<file path="src/rtl/load_resp_unit_pkg.sv">
// load_resp_unit_pkg: load type encoding, bus size codes and load FSM states
package load_resp_unit_pkg;
  typedef struct packed {
    logic       read_mem;
    logic       sign;
    logic [1:0] size;
  } load_type_t;
  localparam logic [1:0] LOADTYPE_LW = 2'b00;
  localparam logic [1:0] LOADTYPE_LH = 2'b01;
  localparam logic [1:0] LOADTYPE_LB = 2'b10;
  localparam logic [1:0] SRAM_SIZE_B = 2'd0;
  localparam logic [1:0] SRAM_SIZE_H = 2'd1;
  localparam logic [1:0] SRAM_SIZE_W = 2'd2;
  typedef enum logic [2:0] {ST_IDLE, ST_REQ, ST_WAIT, ST_DISCARD, ST_HOLD} load_state_t;
  // Map a load size onto the bus size code; unknown sizes fall back to word.
  function automatic logic [1:0] bus_size(input logic [1:0] size);
    return size == LOADTYPE_LB ? SRAM_SIZE_B : size == LOADTYPE_LH ? SRAM_SIZE_H : SRAM_SIZE_W;
  endfunction
endpackage

</file>
<file path="src/rtl/load_resp_unit_formatter.sv">
// load_formatter: extract byte/half/word lane from a read word and sign- or zero-extend it
module load_formatter
  import load_resp_unit_pkg::*;
(
  input  logic [31:0] rdata,
  input  logic [1:0]  addr,
  input  load_type_t  load_type,
  output logic [31:0] data
);
  logic [31:0] shifted;
  logic [7:0]  b;
  logic [15:0] h;
  // Select the addressed lane and extend it to a full word.
  always_comb begin
    shifted = rdata >> {addr, 3'b000};
    b = shifted[7:0];
    h = addr[1] ? rdata[31:16] : rdata[15:0];
    data = load_type.size == LOADTYPE_LB ? {{24{load_type.sign & b[7]}}, b} :
           load_type.size == LOADTYPE_LH ? {{16{load_type.sign & h[15]}}, h} : rdata;
  end
endmodule

</file>
<file path="src/rtl/load_resp_unit.sv">
// load_resp_unit: issue data-SRAM reads, format the response and hold it for writeback
module load_resp_unit
  import load_resp_unit_pkg::*;
#(
  parameter int AW = 32,
  parameter int DW = 32
) (
  input  logic          clk,
  input  logic          rst,
  input  logic          req_valid,
  input  logic [AW-1:0] req_addr,
  input  load_type_t    req_loadtype,
  input  logic          flush,
  input  logic          wb_allow,
  output logic          data_req,
  output logic          data_wr,
  output logic [1:0]    data_size,
  output logic [AW-1:0] data_addr,
  input  logic          data_addr_ok,
  input  logic          data_data_ok,
  input  logic [DW-1:0] data_rdata,
  output logic          ld_valid,
  output logic [DW-1:0] ld_data,
  output logic          ld_addr_err,
  output logic          ld_stall
);
  load_state_t   state_q, state_d;
  logic [AW-1:0] addr_q;
  load_type_t    type_q;
  logic [DW-1:0] fmt_data;
  logic          misaligned, launch, capture;
  assign misaligned = (req_loadtype.size == LOADTYPE_LW && req_addr[1:0] != 2'b00) ||
                      (req_loadtype.size == LOADTYPE_LH && req_addr[0]);
  assign ld_addr_err = req_valid && req_loadtype.read_mem && misaligned;
  assign launch = state_q == ST_IDLE && req_valid && req_loadtype.read_mem && !misaligned && !flush;
  assign capture = state_q == ST_WAIT && data_data_ok && !flush;
  assign data_wr = 1'b0;
  assign data_req = state_q == ST_IDLE ? launch : state_q == ST_REQ && !flush;
  assign data_addr = state_q == ST_IDLE ? req_addr : addr_q;
  assign data_size = bus_size(state_q == ST_IDLE ? req_loadtype.size : type_q.size);
  assign ld_valid = state_q == ST_HOLD;
  assign ld_stall = launch || state_q == ST_REQ || state_q == ST_WAIT || state_q == ST_DISCARD ||
                    (state_q == ST_HOLD && !wb_allow);
  load_formatter u_fmt (
    .rdata    (data_rdata),
    .addr     (addr_q[1:0]),
    .load_type(type_q),
    .data     (fmt_data)
  );
  // State, request latches and the held result.
  always_ff @(posedge clk or negedge rst) begin
    if (!rst) begin
      state_q <= ST_IDLE;
      addr_q  <= '0;
      type_q  <= '0;
      ld_data <= '0;
    end else begin
      state_q <= state_d;
      if (launch) begin
        addr_q <= req_addr;
        type_q <= req_loadtype;
      end
      if (capture) ld_data <= fmt_data;
    end
  end
  // Next state: one outstanding load; a flushed in-flight response is drained in DISCARD.
  always_comb begin
    state_d = state_q;
    case (state_q)
      ST_IDLE:    if (launch) state_d = data_addr_ok ? ST_WAIT : ST_REQ;
      ST_REQ:     state_d = flush ? ST_IDLE : data_addr_ok ? ST_WAIT : ST_REQ;
      ST_WAIT:    state_d = data_data_ok ? (flush ? ST_IDLE : ST_HOLD) : flush ? ST_DISCARD : ST_WAIT;
      ST_DISCARD: if (data_data_ok) state_d = ST_IDLE;
      ST_HOLD:    if (wb_allow || flush) state_d = ST_IDLE;
      default:    state_d = ST_IDLE;
    endcase
  end
endmodule

</file>
<file path="config.mk">
export PLATFORM = sky130hd
export DESIGN_NAME = load_resp_unit
export DESIGN_NICKNAME = d
export VERILOG_FILES = /design/src/rtl/load_resp_unit_pkg.sv /design/src/rtl/load_resp_unit_formatter.sv /design/src/rtl/load_resp_unit.sv
export SDC_FILE = /design/constraint.sdc
export NUM_CORES = 1
export LEC_CHECK = 0
export CAP_MARGIN = 20
export CORE_ASPECT_RATIO = 1.5
export CORE_UTILIZATION = 40
export CTS_BUF_LIST = sky130_fd_sc_hd__clkbuf_16
export DETAILED_ROUTE_END_ITERATION = 6
export GPL_TIMING_DRIVEN = 1
export HOLD_SLACK_MARGIN = 0.08
export PLACE_DENSITY = 0.77
export SETUP_SLACK_MARGIN = 0.1
export SLEW_MARGIN = 20
export SYNTH_ARGS = -nofsm -noshare
export SYNTH_HDL_FRONTEND = slang
export SYNTH_SLANG_ARGS = --single-unit
export TNS_END_PERCENT = 30
</file>
<file path="constraint.sdc">
create_clock -name clk -period 2.1 [get_ports clk]
set_input_delay 0.42 -clock clk [delete_from_list [all_inputs] [get_ports clk]]
set_output_delay 0.42 -clock clk [all_outputs]
set_load 0.02 [all_outputs]
</file>
==> impl_metrics.tcl <==
set metrics [dict create \
    drt-vias-per-instance 5.55 \
    synth_compound_gate_area_share_pct 14.0 \
    die_h_um 122 \
    cts_tree "done" \
    required_ns 1.68 \
    grt_use_total_pct 23.0 \
    worst_ep_arrival_time_ns 1.79 \
    hp-class "in -> async" \
    synthFlopType "dfrtp_1" \
    vias 3410 \
    yosys_warnings 0 \
    clk_latency_ns 0.33 \
    tightest_slew_ns 0.818 \
    synth_nets 411 \
    io_buffers 144 \
    die-width_um 82.0 \
    synthMuxAreaShare_pct 26.2 \
    stdcell_count 614 \
    worstPathCellList "nor3_4, buf_12, buf_12, mux2_2, buf_2" \
    clockRootBuffer "clkbuf_16" \
    clock_skew_ns 0.00512 \
    synth-edff-count 0 \
    comb_power_share_pct 45.7 \
    drtIter0Drc 144 \
    p_clk_share_pct 22.8 \
    ys_seq_elements 70 \
    diodes 0 \
    die_area_mm2 0.0100 \
    synthToLayoutAreaGrowth_pct 50.4 \
    post-cts-setup-buffer-count 0 \
    gr-total-overflow 0 \
    clock-sinks 70 \
    ant_nets 0 \
    hold_violations 0 \
    worstSetupStartpointType "register" \
    routabilityCongestion 0.857 \
    p_seq_share_pct 31.5 \
    cts_max_level 3 \
    numCtsBuffers 9 \
    leakage_uw 0.00258 \
    yosys.area_share.simple_pct 10.0 \
    cp_common_cell "buf_12" \
    setup_viol 35 \
    async_flop_share_pct 100 \
    synth_fa_ha_area_share_pct 0.326 \
    clkTransAtPathRegs_ns 0.06 \
    layout_min_cycle_time_ns 2.21 \
    grt_antenna_before_repair 0 \
    reg2reg_from "addr_q[1]" \
    syn_avg_cell_area_um2 11.5 \
    dr.pass1.iters 4 \
    ys_top_cells_by_count "dfrtp_1, mux2_2, nor2_1, a21oi_1, nand2_1" \
    cpMaxStageDelayCell "dfrtp_1" \
    fillers 785 \
    critPathMaxStageDelay_ns 0.40 \
    path_class "reg -> out" \
    cts_max_path_buffers 2 \
    p_int_uw 4530 \
    final_area_mm2 0.00577 \
    synth_top_family_by_area "multiplexers" \
    postCtsHoldBufs 0 \
    violations "negative setup slack" \
    swShare_pct 35.1 \
    max_cap_viol_count 0 \
    avgRoutedWirePerCell_um 17.8 \
    reg2reg_depth 4 \
    synth.most_common_cell "dfrtp_1" \
    layout-drive-gt1-share_pct 32.3 \
    grt_pass1_vias 3505 \
    route.final.wire_length_um 10900 \
    worst_slack_ns -0.110 \
    post-place-cells 598 \
    fp-row-count 43 \
    power_uw 6980 \
    route.detailed.drc 0 \
    synth.top_cell.area_share_pct 45.6 \
    synth_area_leaders "dfrtp_1, mux2_2, mux2_4" \
    synthXorXnorAreaFrac_pct 0.228 \
    place_area_mm2 0.00558 \
    status "finished with violations" \
    seq_area_frac_synth_pct 45.6 \
    max_slew_margin_pct 45.4 \
    ios 146 \
    maxSlewViolCount 0 \
    cp-end-kind "output port" \
    syn_inst 335 \
    dp_hpwl_um 8190 \
    p_switching_uw 2450 \
    synthDistinctLibCells 42 \
    timing.final.crit_share_pct 105 \
    initial_core_util_pct 41.2 \
    yosysTopAreaCell "dfrtp_1" \
    pwr_density_cell_mw_per_mm2 1210 \
    grt_pass1_wl_um 17100 \
    critPathLaunch "state_q[0]" \
    rsz0062_at_grt "true" \
    max_freq_mhz 452 \
    final_nets 573 \
    ir_drop_v 0.000733 \
    cp_max_fo 17 \
    grt_max_degree 55 \
    synth_area_mm2 0.00384 \
    core_area_mm2 0.00931 \
]
metal layers:
metal / share of wire (%) / wire length, um / global-route usage, %
met1: 37 / 4040 / 24.5
met2: 52 / 5740 / 41.3
met3: 7.0 / 767 / 4.57
met4: 3.6 / 397 / 12.0
met5: 0 / 0 / 0
flip-flops by register name, indices dropped and copies added, names as in the netlist:
| signal | flops |
|---|---|
| type_q | 3 |
| addr_q | 32 |
| state_q | 3 |
| ld_data | 32 |
cell families (layout without fill, tap and decap cells):
group / count (synthesis) / count (layout)
AO/OA/AOI/OAI: 78 / 78
adder cells (fa/ha/maj): 1 / 1
AND/OR/NAND/NOR: 81 / 81
flip-flops: 70 / 70
multiplexers: 76 / 76
XOR/XNOR: 1 / 1
buffers and inverters: 27 / 194
other: 1 / 1
placed cells by master, fill, tap and decap left out, drive strengths merged, types with 2 or more instances in the layout:
cell and n:
a22o 17, nor2b 4, dlymetal6s2s 2, clkbuf 9, mux2 66, clkinvlp 2, nor2 36, dfrtp 70
mux4 7, bufinv 2, a31oi 2, clkdlybuf4s50 103, nand2b 2, mux2i 3, inv 2, buf 70
o21ai 3, clkinv 3, or3b 2, a22oi 8, a221oi 9, nand2 27, nand3b 3, a21oi 33
nor3 2, or3 2
path summary, 6_finish.rpt:
kind                       slack, ns             to
max                            -0.11  data_addr[15]
min                             0.14     ld_data[2]
max reg2reg                     0.20     ld_data[4]
min reg2reg                     0.49      addr_q[8]
max in group asynchronous       1.32     addr_q[15]
min in group clk                0.41      addr_q[1]
final cells by class:
| type | instances | area [um2] | area share [%] |
|---|---|---|---|
| inverters | 2 | 7.51 | 0.130 |
| clock buffers | 9 | 225 | 3.90 |
| clock inverters | 7 | 88.8 | 1.54 |
| flip-flops and latches | 70 | 1750 | 30.3 |
| well taps | 112 | 140 | 2.43 |
| multi-input cells | 238 | 1980 | 34.2 |
| repair buffers | 176 | 1580 | 27.4 |
power by group through the flow:
stage / sequential [uW] / clock [uW] / combinational (uW)
after global placement: 2190 / 0 / 3210
after CTS: 2200 / 1630 / 3180
after floorplan: 2520 / 0 / 1470
final: 2200 / 1590 / 3190
after detailed placement: 2220 / 0 / 3280
after global routing: 2270 / 1680 / 3450
timing repair:
| item | in CTS | in global routing |
|---|---|---|
| pin swaps | 1 | 1 |
| gates cloned | 0 | 0 |
| gates resized for setup | 156 | 18 |
| setup endpoints to repair | 68 | 92 |
critical path, delay by kind of cell, from the launching register on:
kind,cells,cell delay [ns]
simple gates,1,0.23
mux,1,0.35
flops,1,0.40
buf+inv,3,0.47
per-stage QoR:
stage	hold slack, ns	setup TNS (ns)	setup slack, ns	utilization (%)
floorplan	0.124	0	0.0641	-
global placement	0.473	-15.68	-0.357	59.9
detailed placement	0.477	-18.73	-0.392	59.9
CTS	0.152	-3.52	-0.138	61.5
global route	0.187	-4.72	-0.170	62.0
finish	0.136	-2.62	-0.110	62.0
Power figures use the tool's default switching activity.
